## config.mk

```make
export PLATFORM = sky130hd
export DESIGN_NAME = cla_seq_add
export DESIGN_NICKNAME = d
export VERILOG_FILES = /design/src/rtl/cla_pkg.sv /design/src/rtl/cla_slice.sv /design/src/rtl/cla_seq_add.sv
export SDC_FILE = /design/constraint.sdc
export NUM_CORES = 1
export LEC_CHECK = 0
export CAP_MARGIN = 10
export CORE_MARGIN = 2
export CORE_UTILIZATION = 25
export DETAILED_ROUTE_END_ITERATION = 16
export PLACE_DENSITY = 0.55
export SLEW_MARGIN = 10
export SYNTH_ARGS = -nofsm -noshare
export SYNTH_HDL_FRONTEND = slang
export SYNTH_SLANG_ARGS = --single-unit
```

## constraint.sdc

```tcl
create_clock -name clk -period 3.6 [get_ports clk]
set_input_delay 1.08 -clock clk [delete_from_list [all_inputs] [get_ports clk]]
set_output_delay 1.08 -clock clk [all_outputs]
set_load 0.05 [all_outputs]
```

## src/rtl/cla_pkg.sv

```systemverilog
// Shared definitions for the sequential carry-lookahead adder: FSM encoding
// and helpers that size the slice count and slice index.
package cla_pkg;

  typedef enum logic [1:0] {
    IDLE = 2'd0,
    RUN  = 2'd1,
    DONE = 2'd2
  } state_t;

  function automatic int calc_ns(input int width, input int slice);
    return width / slice;
  endfunction

  // A single-slice build still needs a 1-bit index register.
  function automatic int calc_iw(input int ns);
    return (ns > 1) ? $clog2(ns) : 1;
  endfunction

endpackage

```

## src/rtl/cla_slice.sv

```systemverilog
// Combinational SLICE-bit carry-lookahead block: per-bit generate/propagate
// with every carry expanded directly from the slice carry-in.
module cla_slice #(
  parameter int SLICE = 4
) (
  input  logic [SLICE-1:0] a,
  input  logic [SLICE-1:0] b,
  input  logic             ci,
  output logic [SLICE-1:0] sum,
  output logic             co
);

  logic [SLICE-1:0] g, p;
  logic [SLICE:0]   c;

  assign g    = a & b;
  assign p    = a ^ b;
  assign c[0] = ci;

  // c[i+1] = g[i] | p[i]g[i-1] | ... | p[i..0]ci, flattened rather than rippled
  for (genvar i = 0; i < SLICE; i++) begin : g_cla
    logic cy, pp;
    always_comb begin
      cy = g[i];
      pp = p[i];
      for (int k = i - 1; k >= 0; k--) begin
        cy = cy | (pp & g[k]);
        pp = pp & p[k];
      end
      cy = cy | (pp & ci);
    end
    assign c[i+1] = cy;
  end

  assign sum = p ^ c[SLICE-1:0];
  assign co  = c[SLICE];

endmodule

```

## src/rtl/cla_seq_add.sv

```systemverilog
// Multi-cycle adder/subtractor: one SLICE-bit lookahead slice reused NS times
// with a registered carry. Subtraction is built only when CLA_SEQ_SUB_EN is defined.
module cla_seq_add
  import cla_pkg::*;
#(
  parameter int WIDTH = 16,
  parameter int SLICE = 4
) (
  input  logic             clk,
  input  logic             rst,
  input  logic             start,
  input  logic [WIDTH-1:0] a,
  input  logic [WIDTH-1:0] b,
  input  logic             ci,
  input  logic             sub,
  output logic             busy,
  output logic             done,
  output logic [WIDTH-1:0] s,
  output logic             co,
  output logic             ovf
);

  localparam int NS = calc_ns(WIDTH, SLICE);
  localparam int IW = calc_iw(NS);

  state_t           state, state_nx;
  logic [WIDTH-1:0] a_r, b_r, b_in;
  logic             cy_r, c_in;
  logic [IW-1:0]    idx;
  logic [SLICE-1:0] sl_a, sl_b, sl_s;
  logic             sl_co;
  logic             accept, last;

`ifdef CLA_SEQ_SUB_EN
  assign b_in = sub ? ~b : b;
  assign c_in = sub ? 1'b1 : ci;
`else
  logic unused_sub;
  assign unused_sub = sub;
  assign b_in       = b;
  assign c_in       = ci;
`endif

  assign accept = start && (state == IDLE || state == DONE);
  assign last   = (idx == IW'(NS - 1));
  assign busy   = (state == RUN);
  assign done   = (state == DONE);

  assign sl_a = a_r[idx*SLICE +: SLICE];
  assign sl_b = b_r[idx*SLICE +: SLICE];

  cla_slice #(.SLICE(SLICE)) u_slice (
    .a   (sl_a),
    .b   (sl_b),
    .ci  (cy_r),
    .sum (sl_s),
    .co  (sl_co)
  );

  always_ff @(posedge clk) begin
    if (rst) state <= IDLE;
    else     state <= state_nx;
  end

  always_comb begin
    state_nx = state;
    case (state)
      IDLE:    if (start) state_nx = RUN;
      RUN:     if (last)  state_nx = DONE;
      DONE:    state_nx = start ? RUN : IDLE;
      default: state_nx = IDLE;
    endcase
  end

  always_ff @(posedge clk) begin
    if (rst) begin
      a_r  <= '0;
      b_r  <= '0;
      cy_r <= 1'b0;
      idx  <= '0;
      s    <= '0;
      co   <= 1'b0;
      ovf  <= 1'b0;
    end else if (accept) begin
      a_r  <= a;
      b_r  <= b_in;
      cy_r <= c_in;
      idx  <= '0;
      s    <= '0;
      co   <= 1'b0;
      ovf  <= 1'b0;
    end else if (state == RUN) begin
      s[idx*SLICE +: SLICE] <= sl_s;
      cy_r <= sl_co;
      // Parking idx at 0 keeps the slice select in range outside RUN.
      idx  <= last ? '0 : idx + 1'b1;
      if (last) begin
        co  <= sl_co;
        ovf <= (a_r[WIDTH-1] == b_r[WIDTH-1]) && (sl_s[SLICE-1] != a_r[WIDTH-1]);
      end
    end
  end

endmodule
```

---- Yosys cells after proc, flatten, opt, wreduce, memory -nomap -nowiden ----
Cells that the tools add are included.
cells by class
  add/sub/neg operators ................... 2
  equal/unequal tests ..................... 7
  mux-type cells .......................... 8
  bitwise logic cells ..................... 29
  reductions and logical operators ........ 8
  shift-type cells ........................ 4
operators with widths
  kind                     number
  $neg 4->34               1
  $shift 4x34->16 const A  1
  $shiftx 4x34->16         1
  $shiftx 16x5->4          2
  $and 1x1->1              16
  $bwmux 16                1
  $or 1x1->1               10
  $xor 4x4->4              2
  $mux 2                   3
  $pmux 2 s3               1
  $and 4x4->4              1
  $eq 2x2->1 const B       2
  $reduce_and 2->1         2
  $mux 1                   3
  $add 2x1->2 const B      1
  $eq 2x1->1 const B       1
  $logic_and 1x1->1        2
  $logic_not 2->1          1
  $ne 2x1->1 const B       1
  $ne 2x2->1 const B       1
  $reduce_bool 2->1        1
  $reduce_or 2->1          1
  $eq 1x1->1               1
  $logic_or 1x1->1         1
  $ne 1x1->1               1
storage, ports and cells
  word-level logic and storage cells ...... 66
  output and inout port bits .............. 20
  input bits .............................. 37
  register bits after elaboration ......... 55

---- Longest topological paths before layout ----
  depth in word-level cells ............... 9
  depth in mapped cells ................... 8

---- Cells and area by module ----
From an unflattened synthesis, not the netlist that was laid out.
second synthesis, totals
  cell total of the unflattened synthesis .. 256
  area, all modules ....................... 2423.6 um^2
by module, submodules not included
  module       sequential area each (um^2)  cells each  area an instance (um^2)  instances
  cla_seq_add  1101.1                       239         2275.9                   1
  cla_slice    0.0                          17          147.6                    1

---- Worst setup path before layout ----
No wires, ideal clock.
  path kind ............................... register to register
  from .................................... register idx[0]
  to ...................................... register ovf
  path slack .............................. 1.052 ns
  path buffers ............................ 1
  arrival ................................. 2.457 ns
  library setup time ...................... 0.091 ns
  data required time ...................... 3.509 ns
  stages on the path, launching flop included .. 9
  cell sequence ........................... dfxtp_1 > buf_4 > mux4_2 > ha_1 > a41oi_2 > o21ai_2 > xor2_2 > nand3b_1 > a311oi_1
between the ends
  word-level cells in the longest chain between the ends .. 9
  elaborated cells on any way between the ends .. 17
ends and longest elaborated chain
  item                                               line                                  text
  from (decl)                                        cla_seq_add.sv:29                     logic [IW-1:0] idx;
  from (signal assigned)                             cla_seq_add.sv:96                     idx <= last ? '0 : idx + 1'b1;
  $shiftx 16x5->4 (on tied branches)                 cla_seq_add.sv:49, cla_seq_add.sv:50
  $xor 4x4->4 / $and 4x4->4 (equally long branches)  cla_slice.sv:17, cla_slice.sv:16
  $and 1x1->1 (on tied branches)                     cla_slice.sv:27, cla_slice.sv:28
  $or 1x1->1, or another cell as far along           cla_slice.sv:27                       cy = cy | (pp & g[k]);
  $or 1x1->1 / $and 1x1->1 (equally long branches)   cla_slice.sv:27, cla_slice.sv:30
  $or 1x1->1                                         cla_slice.sv:30                       cy = cy | (pp & ci);
  $xor 4x4->4                                        cla_slice.sv:35                       assign sum = p ^ c[SLICE-1:0];
  $ne 1x1->1                                         cla_seq_add.sv:99                     ovf <= (a_r[WIDTH-1] == b_r[WIDTH-1]) && (sl_s[SLICE-1] != a_r[WIDTH-1]);
  $logic_and 1x1->1                                  cla_seq_add.sv:99
  to (signal assigned)                               cla_seq_add.sv:99
  to (decl)                                          cla_seq_add.sv:20                     output logic ovf
Several ways; a longest one is shown, not always the timed one.
A chain may end at the register's enable or synchronous reset.

---- Worst setup path in the final report ----
  from .................................... register state[0]
  to ...................................... output port busy
between the ends
  word-level cells in the longest chain between the ends .. 1
ends and longest elaborated chain
  item                    line               text
  from (decl)             cla_seq_add.sv:26  state_t state, state_nx;
  from (signal assigned)  cla_seq_add.sv:62  else state <= state_nx;
  $eq 2x1->1              cla_seq_add.sv:46  assign busy = (state == RUN);
  to (decl)               cla_seq_add.sv:16  output logic busy,
No other way between the ends.

==> impl_metrics.json <==
{
  "place_area_mm2": 0.003162,
  "status": "complete, no violations",
  "worstPathArrival_ns": 1.82,
  "clk_latency_ns": 0.32,
  "final_nets": 369,
  "p_switching_mw": 0.3469,
  "synth_fa_ha_area_frac": 0.06415,
  "dieHeight_um": 103.1,
  "rsz0062_at_grt": "no",
  "start_util": 0.2549,
  "drive_above_1_share": 0.1153,
  "power.density_mw_per_mm2": 373.4,
  "vias": 1986,
  "numCtsBuffers": 5,
  "post_cts_resized": 0,
  "synthCells": 267,
  "antenna_found_initial": 0,
  "period_minus_slack_ns": 2.900,
  "clkPwrFrac": 0.294,
  "multi_input_area_mm2": 0.001271,
  "place_hpwl_mm": 4.206,
  "num_antenna_cells": 0,
  "seqCellArea_mm2": 0.001101,
  "p_int_mw": 0.8686,
  "switching_share": 0.2854,
  "reg2reg_depth": 7,
  "clkSinkCount": 55,
  "ir_drop_v": 0.0001705,
  "drtIter0Drc": 100,
  "pin_count": 57,
  "worst_slew_pin_slew_ns": 0.8075,
  "firstDrtPassIters": 4,
  "setup_tns_ns": 0,
  "worst_setup_path_end_kind": "output pin",
  "cts_htree_levels": 2,
  "syn-num-nets": 316,
  "grt_pass1_vias": 1966,
  "die_width_um": 103.1,
  "track_usage": 0.1143,
  "ant_nets": 0,
  "postCtsSetupBuffers": 0,
  "area_delta_synth_final_pct": 32.48,
  "core-area_mm2": 0.009639,
  "max_freq_ghz": 0.3449,
  "yosysSeqAreaShare": 0.4481,
  "period_share": 0.8055,
  "drv_cap": 0,
  "synth_seq_cells": 55,
  "yosys_warnings": 0,
  "cts_hold_buf": 0,
  "slew_headroom": 0.4617,
  "rows": 36,
  "synth_area_mm2": 0.002457,
  "clockBufferDepth": 2,
  "synth-simple-area-share": 0.2164,
  "synth_top_family_by_area": "simple AND/OR/NAND/NOR gates",
  "grt_pass1_wl_mm": 9.453,
  "avgSynthCellArea_um2": 9.204,
  "clk_pin_slew_ns": 0.11,
  "io_buffers": 55,
  "required_ns": 2.52,
  "grt_max_degree": 36,
  "tritoncts": "done",
  "slew_viol_final": 0,
  "hold_depth": 2,
  "fill_cells": 1045,
  "setup_violations": 0,
  "wl_per_cell_um": 12.73,
  "synth-xor-area-share": 0.01375,
  "worstSetupPathType": "flop to output pin",
  "synthMuxAreaShare": 0.07332,
  "final_cell_area_mm2": 0.003256,
  "crit_fanout": 8,
  "hp-class": "flop to flop",
  "p_leak_nw": 1.172,
  "ys_top_cells_by_area": "dfxtp_1 45%, nand2_1 11%, mux4_2 7.3%, a21oi_1 7.1%, ha_1 5.6%",
  "grt_overflow": 0,
  "routed_wl_mm": 5.779,
  "pwr-share-comb": 0.169,
  "ctsRootBufferMaster": "clkbuf_8",
  "dieArea_mm2": 0.01064,
  "synth_top_area_share": 0.4481,
  "cp-start-kind": "flop",
  "routabilityCongestion": 0.7521,
  "fin_skew_ns": 0.01065,
  "synth_compound_area_frac": 0.1487,
  "vias_per_cell": 4.374,
  "power_frac_seq": 0.537,
  "ys_types": 35,
  "hold_viol": 0,
  "drcViolationCount": 0,
  "synth.largest_area_cell": "dfxtp_1"
}
-- worst max-delay path: stages, from the launching register on --
cell,delay [ns]
dfxtp_1,0.43
nand2b_2,0.15
clkinv_4,0.11
clkdlybuf4s50_1,0.81
-- layer usage --
layer	part of all wire	global-route usage
met1	0.46	0.1480
met5	0	0
met4	0.012	0.03340
met3	0.048	0.03051
met2	0.48	0.1873
-- cell families (layout without fill, tap and decap cells) --
family	after synthesis	count (layout)
AO/OA/AOI/OAI	59	59
XOR/XNOR	3	3
adder cells (fa/ha/maj)	12	12
buffers and inverters	20	74
flip-flops	55	55
multiplexers	8	8
AND/OR/NAND/NOR	110	110
-- power by group through the flow --
stage	Clock [mW]	Combinational (mW)	Sequential, mW
final	0.357	0.206	0.653
after global routing	0.401	0.227	0.658
after floorplan	0	0.127	0.666
after CTS	0.374	0.209	0.654
after global placement	0	0.207	0.667
after detailed placement	0	0.209	0.668
-- cell usage after synthesis --
library cell / count
a211oi_1: 1
a21o_1: 1
a21oi_1: 35
a21oi_2: 1
a22oi_1: 16
a311oi_1: 1
a41oi_2: 1
and2_1: 1
and2_2: 1
buf_1: 1
buf_2: 3
buf_4: 1
clkbuf_1: 11
clkinv_4: 1
dfxtp_1: 55
fa_1: 1
ha_1: 11
inv_1: 3
mux4_2: 8
nand2_1: 69
nand2_2: 2
nand2b_1: 2
nand2b_2: 1
nand3b_1: 2
nor2_1: 22
nor2b_1: 4
nor3_1: 2
nor4_4: 1
nor4b_4: 3
o21ai_0: 1
o21ai_2: 1
o31ai_1: 1
xnor2_1: 1
xor2_1: 1
xor2_2: 1
-- flip-flops by register name, indices dropped and copies added (netlist names) --
signal,cells
state,2
a_r,16
idx,2
s,16
ovf,1
cy_r,1
b_r,16
co,1
-- path summary, 6_finish.rpt --
| check | start | to | slack (ns) |
|---|---|---|---|
| worst min register to register | a_r[4]$_SDFFE_PP0P_ | a_r[4]$_SDFFE_PP0P_ | 0.46 |
| worst max-delay path | state[0]$_SDFFE_PP0P_ | busy | 0.70 |
| worst min-delay path | a_r[4]$_SDFFE_PP0P_ | a_r[4]$_SDFFE_PP0P_ | 0.46 |
| worst max register to register | idx[0]$_SDFFE_PP0P_ | ovf$_SDFFE_PP0P_ | 0.79 |
-- final cells by class --
cell class	instances	area share
Clock inverter	3	0.007686
Multi-Input combinational cell	192	0.3905
Sequential cell	55	0.3382
Inverter	4	0.006149
Tap cell	133	0.05111
Timing Repair Buffer	62	0.1852
Clock buffer	5	0.02114
-- through the flow --
| step | hold slack [ns] | worst slack, ns | util | power [mW] | cells |
|---|---|---|---|---|---|
| 5_1_grt | 0.4759 | 0.5992 | 0.3377 | 1.285 | 454 |
| 3_3_place_gp | 0.4400 | 0.8208 | 0.3280 | 0.8740 | 446 |
| 2_1_floorplan | 0.4331 | 1.052 | - | 0.7921 | 267 |
| 6_report | 0.4588 | 0.7004 | 0.3377 | 1.216 | 454 |
| 3_5_place_dp | 0.4470 | 0.7938 | 0.3280 | 0.8769 | 446 |
| 4_1_cts | 0.4618 | 0.6883 | 0.3377 | 1.237 | 454 |
-- layout by cell type (no fill, tap or decap), types with 2 or more instances in the layout --
cell type | synthesis | layout
buf_4 | 1 | 7
dfxtp_1 | 55 | 55
nand2_1 | 69 | 69
mux4_2 | 8 | 8
clkdlybuf4s50_1 | 0 | 55
nor2_1 | 22 | 22
clkinv_4 | 1 | 3
nor4b_4 | 3 | 3
nor2b_1 | 4 | 3
nand2_2 | 2 | 2
ha_1 | 11 | 11
a22oi_1 | 16 | 16
nand3b_1 | 2 | 2
clkbuf_8 | 0 | 5
a21oi_1 | 35 | 35
nor3_1 | 2 | 2
nand2b_1 | 2 | 2
inv_1 | 3 | 3
(Power assumes the default switching activity.)
